===== config.mk =====
export PLATFORM = sky130hd
export DESIGN_NAME = hyperbus_native_responder
export DESIGN_NICKNAME = d
export VERILOG_FILES = /design/src/rtl/hyperbus_native_responder.sv
export SDC_FILE = /design/constraint.sdc
export NUM_CORES = 2
export LEC_CHECK = 0
export ABC_AREA = 1
export ABC_CLOCK_PERIOD_IN_PS = 8400
export BUFFER_PORTS_ARGS = -buffer_cell sky130_fd_sc_hd__buf_2
export CORE_ASPECT_RATIO = 2
export CORE_MARGIN = 3
export CORE_UTILIZATION = 30
export CTS_CLUSTER_DIAMETER = 30
export DETAILED_ROUTE_END_ITERATION = 12
export GPL_TIMING_DRIVEN = 1
export PLACE_DENSITY = 0.5
export SETUP_SLACK_MARGIN = 0.2
export SLEW_MARGIN = 5
export SYNTH_ARGS = -nofsm -noshare
export SYNTH_HDL_FRONTEND = slang
export SYNTH_SLANG_ARGS = --single-unit

===== constraint.sdc =====
create_clock -name hbus_clk -period 8.4 [get_ports hbus_clk]
set_input_delay 1.68 -clock hbus_clk [delete_from_list [all_inputs] [get_ports hbus_clk]]
set_output_delay 1.68 -clock hbus_clk [all_outputs]
set_load 0.005 [all_outputs]

===== src/rtl/hyperbus_native_responder.sv =====
// ---------------------------------------------------------------------------
// hyperbus_native_responder
//
// Memory-side responder for the Hyperbus native interface. It accepts
// read/write requests on the rising edge of (hbus_rrq | hbus_wrq), holds
// hbus_busy through a fixed initial latency, then streams a fixed-length
// burst of words to or from an internal word-addressed memory. It is a
// synthesizable stand-in for a Hyperbus controller/PHY.
//
// Parameters:
//   HBUS_ADDR_WIDTH  request address width
//   HBUS_DATA_WIDTH  bus word width
//   MEM_ADDR_WIDTH   log2 of memory depth in words (low address bits only)
//   LATENCY          busy-only cycles before the first beat (0..255)
//   BURST            words per request (1..255)
//
// Ports:
//   hbus_clk    sole clock
//   hbus_rst_n  asynchronous active-low reset
//   hbus_adr_i  request word address
//   hbus_rrq    read request (level; rising edge starts a request)
//   hbus_wrq    write request (level; rising edge starts a request)
//   hbus_dat_i  write data, sampled in cycles where hbus_ready is high
//   hbus_dat_o  read data, valid when hbus_valid is high, zero otherwise
//   hbus_ready  write beat this cycle
//   hbus_valid  read beat this cycle
//   hbus_busy   transaction in progress
//   overrun     sticky flag: a request edge was dropped
//
// Optional build macro:
//   HYPERBUS_RESP_STALL_EN  when defined, one stall cycle is inserted after
//                           every 4th beat of a burst if more beats remain.
//
// All outputs are registered. They are loaded from the next-state values so
// that each output describes the cycle the state register is entering.
// ---------------------------------------------------------------------------
module hyperbus_native_responder #(
    parameter int HBUS_ADDR_WIDTH = 32,
    parameter int HBUS_DATA_WIDTH = 16,
    parameter int MEM_ADDR_WIDTH  = 8,
    parameter int LATENCY         = 6,
    parameter int BURST           = 2
) (
    input  logic                       hbus_clk,
    input  logic                       hbus_rst_n,
    input  logic [HBUS_ADDR_WIDTH-1:0] hbus_adr_i,
    input  logic                       hbus_rrq,
    input  logic                       hbus_wrq,
    input  logic [HBUS_DATA_WIDTH-1:0] hbus_dat_i,
    output logic [HBUS_DATA_WIDTH-1:0] hbus_dat_o,
    output logic                       hbus_ready,
    output logic                       hbus_valid,
    output logic                       hbus_busy,
    output logic                       overrun
);

    localparam int DEPTH = 1 << MEM_ADDR_WIDTH;

    localparam logic [1:0] ST_IDLE  = 2'd0;
    localparam logic [1:0] ST_LAT   = 2'd1;
    localparam logic [1:0] ST_XFER  = 2'd2;
`ifdef HYPERBUS_RESP_STALL_EN
    localparam logic [1:0] ST_STALL = 2'd3;
`endif

    localparam logic [7:0] LAT_INIT   = 8'(LATENCY);
    localparam logic [7:0] BURST_INIT = 8'(BURST);

    // Word memory; deliberately not reset.
    logic [HBUS_DATA_WIDTH-1:0] mem [DEPTH];

    // Current state
    logic [1:0]                state;
    logic [7:0]                lat_cnt;
    logic [7:0]                beat_cnt;
    logic [MEM_ADDR_WIDTH-1:0] adr;
    logic                      rd;
    logic                      req_q;
    logic                      pend_v;
    logic                      pend_rd;
    logic [MEM_ADDR_WIDTH-1:0] pend_adr;
`ifdef HYPERBUS_RESP_STALL_EN
    logic [1:0]                sub_cnt;
`endif

    // Next state
    logic [1:0]                nxt_state;
    logic [7:0]                nxt_lat;
    logic [7:0]                nxt_beat;
    logic [MEM_ADDR_WIDTH-1:0] nxt_adr;
    logic                      nxt_rd;
    logic                      nxt_pend_v;
    logic                      nxt_pend_rd;
    logic [MEM_ADDR_WIDTH-1:0] nxt_pend_adr;
    logic                      nxt_overrun;
`ifdef HYPERBUS_RESP_STALL_EN
    logic [1:0]                nxt_sub;
`endif

    // Request edge decode
    logic                      req;
    logic                      is_edge;
    logic                      edge_rd;
    logic [MEM_ADDR_WIDTH-1:0] edge_adr;

    // Upper address bits are intentionally ignored.
    logic                      unused_adr;

    assign unused_adr = ^hbus_adr_i;

    assign req      = hbus_rrq | hbus_wrq;
    assign is_edge  = req & ~req_q;
    assign edge_rd  = hbus_rrq;              // read wins when both rise together
    assign edge_adr = hbus_adr_i[MEM_ADDR_WIDTH-1:0];

    always_comb begin
        nxt_state    = state;
        nxt_lat      = lat_cnt;
        nxt_beat     = beat_cnt;
        nxt_adr      = adr;
        nxt_rd       = rd;
        nxt_pend_v   = pend_v;
        nxt_pend_rd  = pend_rd;
        nxt_pend_adr = pend_adr;
        nxt_overrun  = overrun;
`ifdef HYPERBUS_RESP_STALL_EN
        nxt_sub      = sub_cnt;
`endif

        case (state)
            ST_IDLE: begin
                if (pend_v || is_edge) begin
                    // A waiting request is serviced first; a fresh edge in the
                    // same cycle refills the slot that has just been emptied.
                    nxt_rd    = pend_v ? pend_rd  : edge_rd;
                    nxt_adr   = pend_v ? pend_adr : edge_adr;
                    nxt_lat   = LAT_INIT;
                    nxt_beat  = BURST_INIT;
                    nxt_state = (LATENCY == 0) ? ST_XFER : ST_LAT;
`ifdef HYPERBUS_RESP_STALL_EN
                    nxt_sub   = 2'd0;
`endif
                    if (pend_v) begin
                        nxt_pend_v   = is_edge;
                        nxt_pend_rd  = edge_rd;
                        nxt_pend_adr = edge_adr;
                    end
                end
            end

            ST_LAT: begin
                nxt_lat = lat_cnt - 8'd1;
                if (lat_cnt == 8'd1) begin
                    nxt_state = ST_XFER;
                end
            end

            ST_XFER: begin
                nxt_adr  = adr + 1'b1;       // wraps at the top of memory
                nxt_beat = beat_cnt - 8'd1;
`ifdef HYPERBUS_RESP_STALL_EN
                nxt_sub  = sub_cnt + 2'd1;
`endif
                if (beat_cnt == 8'd1) begin
                    nxt_state = ST_IDLE;
`ifdef HYPERBUS_RESP_STALL_EN
                end else if (sub_cnt == 2'd3) begin
                    nxt_state = ST_STALL;
`endif
                end
            end

`ifdef HYPERBUS_RESP_STALL_EN
            ST_STALL: begin
                nxt_state = ST_XFER;
            end
`endif

            default: begin
                nxt_state = ST_IDLE;
            end
        endcase

        // Edges while a transaction runs go to the one-deep slot, or are
        // dropped if it is already occupied.
        if (state != ST_IDLE && is_edge) begin
            if (pend_v) begin
                nxt_overrun = 1'b1;
            end else begin
                nxt_pend_v   = 1'b1;
                nxt_pend_rd  = edge_rd;
                nxt_pend_adr = edge_adr;
            end
        end
    end

    always_ff @(posedge hbus_clk or negedge hbus_rst_n) begin
        if (!hbus_rst_n) begin
            state      <= ST_IDLE;
            lat_cnt    <= '0;
            beat_cnt   <= '0;
            adr        <= '0;
            rd         <= 1'b0;
            req_q      <= 1'b0;
            pend_v     <= 1'b0;
            pend_rd    <= 1'b0;
            pend_adr   <= '0;
            overrun    <= 1'b0;
            hbus_busy  <= 1'b0;
            hbus_valid <= 1'b0;
            hbus_ready <= 1'b0;
            hbus_dat_o <= '0;
`ifdef HYPERBUS_RESP_STALL_EN
            sub_cnt    <= '0;
`endif
        end else begin
            state      <= nxt_state;
            lat_cnt    <= nxt_lat;
            beat_cnt   <= nxt_beat;
            adr        <= nxt_adr;
            rd         <= nxt_rd;
            req_q      <= req;
            pend_v     <= nxt_pend_v;
            pend_rd    <= nxt_pend_rd;
            pend_adr   <= nxt_pend_adr;
            overrun    <= nxt_overrun;
            hbus_busy  <= (nxt_state != ST_IDLE);
            hbus_valid <= (nxt_state == ST_XFER) && nxt_rd;
            hbus_ready <= (nxt_state == ST_XFER) && !nxt_rd;
            hbus_dat_o <= ((nxt_state == ST_XFER) && nxt_rd) ? mem[nxt_adr] : '0;
`ifdef HYPERBUS_RESP_STALL_EN
            sub_cnt    <= nxt_sub;
`endif
        end
    end

    // Write beat: hbus_ready marks the cycle whose hbus_dat_i is stored at
    // the current address. Reset forces hbus_ready low, so no write happens.
    always_ff @(posedge hbus_clk) begin
        if (hbus_ready) begin
            mem[adr] <= hbus_dat_i;
        end
    end

endmodule

### Word level (Yosys, flattened, before mapping)

Memories as Yosys holds them, arrays and structs flattened.
Cells that the tools add are included.

* bits in registers: 58
* memory bits (writable): 4096
* bits of input ports: 52
* output and inout port bits: 20
* memories: 1

Memory list
* mem: depth 256, width 16, read ports 1, clocked after Yosys merged registers in 0, write ports 1, line 70 `logic [HBUS_DATA_WIDTH-1:0] mem [DEPTH];`

* add/subtract/negate cells: 3
* equal/unequal tests: 6
* multiplexer cells: 32
* bitwise logic cells: 3
* reduce and logical (&&, ||, !) cells: 13

Operators by type and width (number)
* 2-to-1 mux 8 bit: 9
* one-hot mux 8 bit (2 select lines): 3
* == test 8 x 1 -> 1 bit (second input constant): 2
* 2-to-1 mux 16 bit: 1
* subtractor 8 x 1 -> 8 bit (second input constant): 2
* 2-to-1 mux 1 bit: 15
* adder 8 x 1 -> 8 bit (second input constant): 1
* nonzero test 2 bit: 4
* 2-to-1 mux 2 bit: 3
* one-hot mux 2 bit (3 select lines): 1
* AND reduction 2 bit: 3
* == test 2 bit (second input constant): 2
* logical AND 1 bit: 3
* == test 2 x 1 -> 1 bit (second input constant): 1
* logical NOT 2 bit: 1
* != test 2 bit (second input constant): 1
* AND 1 bit: 1
* logical NOT 1 bit: 1
* logical OR 1 bit: 1
* inverter 1 bit: 1
* OR 1 bit: 1

### Logic depth before layout (Yosys ltp)

* word-level depth: 8
* depth in mapped cells: 21
* mapped depth without buffers: 16

### Worst setup path before layout

OpenSTA, ideal clock, no wires.

* kind: input port to flip-flop
* start point: in hbus_wrq
* end point: reg hbus_dat_o[0]
* arrival time: 3.478 ns
* data required time: 8.283 ns
* setup slack: 4.805 ns
* cell stages on the path: 16
* path buffers: 2
* cells stage by stage: o21ai_2 nand2_1 inv_2 a21oi_1 o21ai_0 nand2_1 clkinv_1 clkbuf_1 clkbuf_1 nand3_1 nand3_1 nand3_1 nand3_1 nand2_1 nor2_1 nor2_1

* word-level cells in the longest chain between the ends: 8
* elaborated cells on any way between the ends: 13
* classes of those cells: eq/ne: 1; mux: 7; bitwise: 2; reduce/logical: 2; memory: 1

Ends and longest elaborated chain
* start: declaration: line 48 `input logic hbus_wrq,`
* OR 1 bit (*): line 111 `assign req = hbus_rrq | hbus_wrq;`
* AND 1 bit (*): line 112 `assign is_edge = req & ~req_q;`
* logical OR 1 bit (*): line 132 `if (pend_v || is_edge) begin`
* branches (longest 4 deep; another with memory (256 x 16 bit))
* 2-to-1 mux 16 bit (*): line 230 `hbus_dat_o <= ((nxt_state == ST_XFER) && nxt_rd) ? mem[nxt_adr] : '0;`
* end signal: assignment: line 230
* end: declaration: line 50 `output logic [HBUS_DATA_WIDTH-1:0] hbus_dat_o,`

Every way passes the cells marked *.
A chain may end at the register's enable or synchronous reset.

### Worst setup path after layout

* start point: in hbus_wrq
* end point: reg hbus_dat_o[15]

Same word-level chain as after synthesis.

==> flow_metrics.env <==
export IMPL_swShare=0.459
export IMPL_dp_cells=20800
export IMPL_synthFlopType="edfxtp_1"
export IMPL_cts_hold_buf=0
export IMPL_synth_nets=14000
export IMPL_power_share_sequential=0.284
export IMPL_std_cell_rows=388
export IMPL_drt_wl_total_um=554000
export IMPL_crit_chain="buf_2, o21ai_2, nand3_1, nand3_4, nand2_8, inv_16, buf_12, nand2_1, nand3_1, nand3_1, nand3_1, nand3_1, nand3_1, nand2_1, nor2_1, nor2_1, nor2_1"
export IMPL_pwr_share_comb=0.459
export IMPL_ys_warn_count=0
export IMPL_worstPathRequired_ns=9.27
export IMPL_slew_headroom=0.190
export IMPL_die_w_um=536
export IMPL_worstMarginPinSlew_ns=1.21
export IMPL_drv_slew=0
export IMPL_synthArstFlopShare=0.0140
export IMPL_dp_hpwl_um=313000
export IMPL_worst_setup_path_start_kind="input port"
export IMPL_yosysSeqAreaShare=0.738
export IMPL_clock_fmax_ghz=0.165
export IMPL_synth_area_mm2=0.169
export IMPL_die_h_um=1070
export IMPL_critPathMaxStageDelay_ns=0.67
export IMPL_crit_path_max_fanout=157
export IMPL_gr_usage_all_layers=0.188
export IMPL_cts_sinks=4154
export IMPL_drc=0
export IMPL_coreArea_mm2=0.559
export IMPL_vias_per_cell=5.13
export IMPL_cts_tree="built"
export IMPL_dieArea_mm2=0.572
export IMPL_clockBufferDepth=4
export IMPL_grt_pass1_vias=108000
export IMPL_fin_skew_ns=0.0732
export IMPL_start_util=0.302
export IMPL_final_hold_viol_count=0
export IMPL_wire_per_inst_um=25.5
export IMPL_crit_arrival_ns=6.91
export IMPL_ys_seq_elements=4154
export IMPL_post_route_min_period_ns=6.05
export IMPL_post_route_util=0.347
export IMPL_final_antenna_net_count=0
export IMPL_switchingPower_mw=37.2
export IMPL_grt_max_degree=159
export IMPL_antenna_found_initial=25
export IMPL_vias=111000
export IMPL_period_share=0.720
export IMPL_status="complete, no violations"
export IMPL_layout_common_cells="nand3_1 (4844), edfxtp_1 (4096), nand2_1 (3402)"
export IMPL_yosys_area_top_type="edfxtp_1"
export IMPL_fin_cells=21700
export IMPL_irDropWorstVdd_v=0.000461
export IMPL_p_leak_nw=66.2
export IMPL_rsz0062_at_grt="no"
export IMPL_gp_congestion=0.832
export IMPL_syn_avg_cell_area_um2=12.1
export IMPL_h_tree_depth=5
export IMPL_power_frac_clock=0.257
export IMPL_drt_first_iter_violations=9502
export IMPL_syn_inst=14000
export IMPL_end_kind="register"
export IMPL_syn_to_final_growth_pct=14.9
export IMPL_cp_slowest_cell="inv_16"
export IMPL_ios=72
export IMPL_whs_ns=0.486
export IMPL_min_path_type="reg -> reg"
export IMPL_drive_above_1_share=0.0959
export IMPL_post_cts_buffers=0
export IMPL_critPathKind="in -> reg"
export IMPL_fin_nets=14000
export IMPL_ys_types=42
export IMPL_tns_ns=0
export IMPL_layout_commonest_cell="nand3_1"
export IMPL_cts_made_buffers=458
export IMPL_cts_root_buffer="clkbuf_16"
export IMPL_rrSetupSlack_ns=2.56
export IMPL_grt_overflow_total=0
export IMPL_cts_resized=0
export IMPL_synth_top_area_share=0.729
export IMPL_synth_area_top_cells="edfxtp_1 (73%), nand3_1 (14%), nand2_1 (7.6%), buf_2 (1.3%), clkbuf_1 (0.86%)"
export IMPL_power_internal_mw=43.8
export IMPL_post_dp_cell_area_mm2=0.178
export IMPL_r2r_start="pend_v"
export IMPL_firstDrtPassIters=5
export IMPL_port_buffers=47
export IMPL_final_area_mm2=0.194
export IMPL_crit_path_frequent_cell="nand3_1"
export IMPL_path_clk_slew_ns=0.06
export IMPL_reg2regPathDepth=16
export IMPL_power_density_mw_per_mm2=418
export IMPL_setup_viol=0
export IMPL_drv_cap=0
export IMPL_r2r_end="hbus_dat_o[15]"
export IMPL_grt_first_pass_wirelength_um=790000
export IMPL_synth_edff_count=4096
export IMPL_startpoint="hbus_wrq"
export IMPL_worstSetupEndpoint="hbus_dat_o[15]"
export IMPL_clock_latency_ns=0.96
-- layer usage --
layer	share of wire	up-vias	global-route usage
met5	0.00012	-	0
met4	0.066	10	0.110
met2	0.52	3545	0.336
met1	0.37	56400	0.216
li1	-	50300	-
met3	0.048	984	0.0179
-- cells by family (layout without fill, tap and decap cells) --
kind of cell | Yosys count | in the layout | share of synthesized area
AND/OR/NAND/NOR | 8633 | 8633 | 0.229
flip-flops | 4154 | 4154 | 0.738
buffers and inverters | 1090 | 1422 | 0.0307
AO/OA/AOI/OAI | 68 | 68 | 0.00223
adder cells (fa/ha/maj) | 8 | 8 | 0.000593
XOR/XNOR | 3 | 3 | 0.000156
multiplexers | 2 | 2 | 0.000119
other | 0 | 13 | 0
-- flip-flops by register name (all words and copies together) (netlist names), 2 cells and up --
signal	flops
mem	4096
hbus_dat_o	16
state	2
adr	8
lat_cnt	8
beat_cnt	8
pend_adr	8
-- power by group through the flow --
stage / logic [mW] / registers (mW) / clock network (mW)
4_1_cts: 37.5 / 23.0 / 21.2
5_1_grt: 39.7 / 23.0 / 21.9
2_1_floorplan: 22.1 / 23.4 / 0
6_report: 37.2 / 23.0 / 20.8
3_5_place_dp: 37.4 / 23.4 / 0
3_3_place_gp: 37.4 / 23.4 / 0
-- synth_stat cells (2+ instances only) --
cell type	count
nand2_2	2
mux2i_1	2
edfxtp_1	4096
or2_2	4
o22ai_1	5
buf_1	62
clkbuf_1	388
dfrtp_1	58
a21oi_1	21
a211oi_1	2
nand3_1	4852
o221ai_1	2
buf_2	455
nand2_1	3411
inv_1	52
nor4_1	2
buf_6	10
clkinv_1	3
o21ai_0	31
nor2_1	334
nand4_1	4
ha_1	8
buf_4	112
inv_2	5
nor3_1	18
xor2_1	3
-- worst min-delay path by stage --
stage                      startpoint          end  slack (ns)  depth (start not counted)
after floorplan           beat_cnt[5]  beat_cnt[5]        0.44                          1
after global placement        overrun      overrun        0.47                          1
after detailed placement  beat_cnt[5]  beat_cnt[5]        0.47                          1
after CTS                 beat_cnt[5]  beat_cnt[5]        0.49                          1
after global routing          overrun      overrun        0.52                          1
final                         overrun      overrun        0.49                          1
-- layout make-up --
cell class                      count  area (um2)
Fill cell                       54700      365000
Sequential cell                  4154      124000
Multi-Input combinational cell   8714       39400
Clock buffer                      502       11900
Tap cell                         7410        9270
Timing Repair Buffer              502        4640
Clock inverter                    356        3930
Inverter                           62         287
Antenna cell                       13        32.5
-- worst max-delay path: cells and delay by family --
kind,cells,cell delay [ns]
buffers and inverters,3,1.23
AO/OA/AOI/OAI,1,0.32
AND/OR/NAND/NOR,13,3.13
-- per-stage QoR --
| step | setup slack, ns | power, mW |
|---|---|---|
| 2_1_floorplan | 4.81 | 45.5 |
| 3_3_place_gp | 1.45 | 60.8 |
| 3_5_place_dp | 1.44 | 60.9 |
| 4_1_cts | 2.45 | 81.7 |
| 5_1_grt | 2.18 | 84.6 |
| 6_report | 2.35 | 81.0 |
Note: power is estimated with default switching activity, not from simulation.
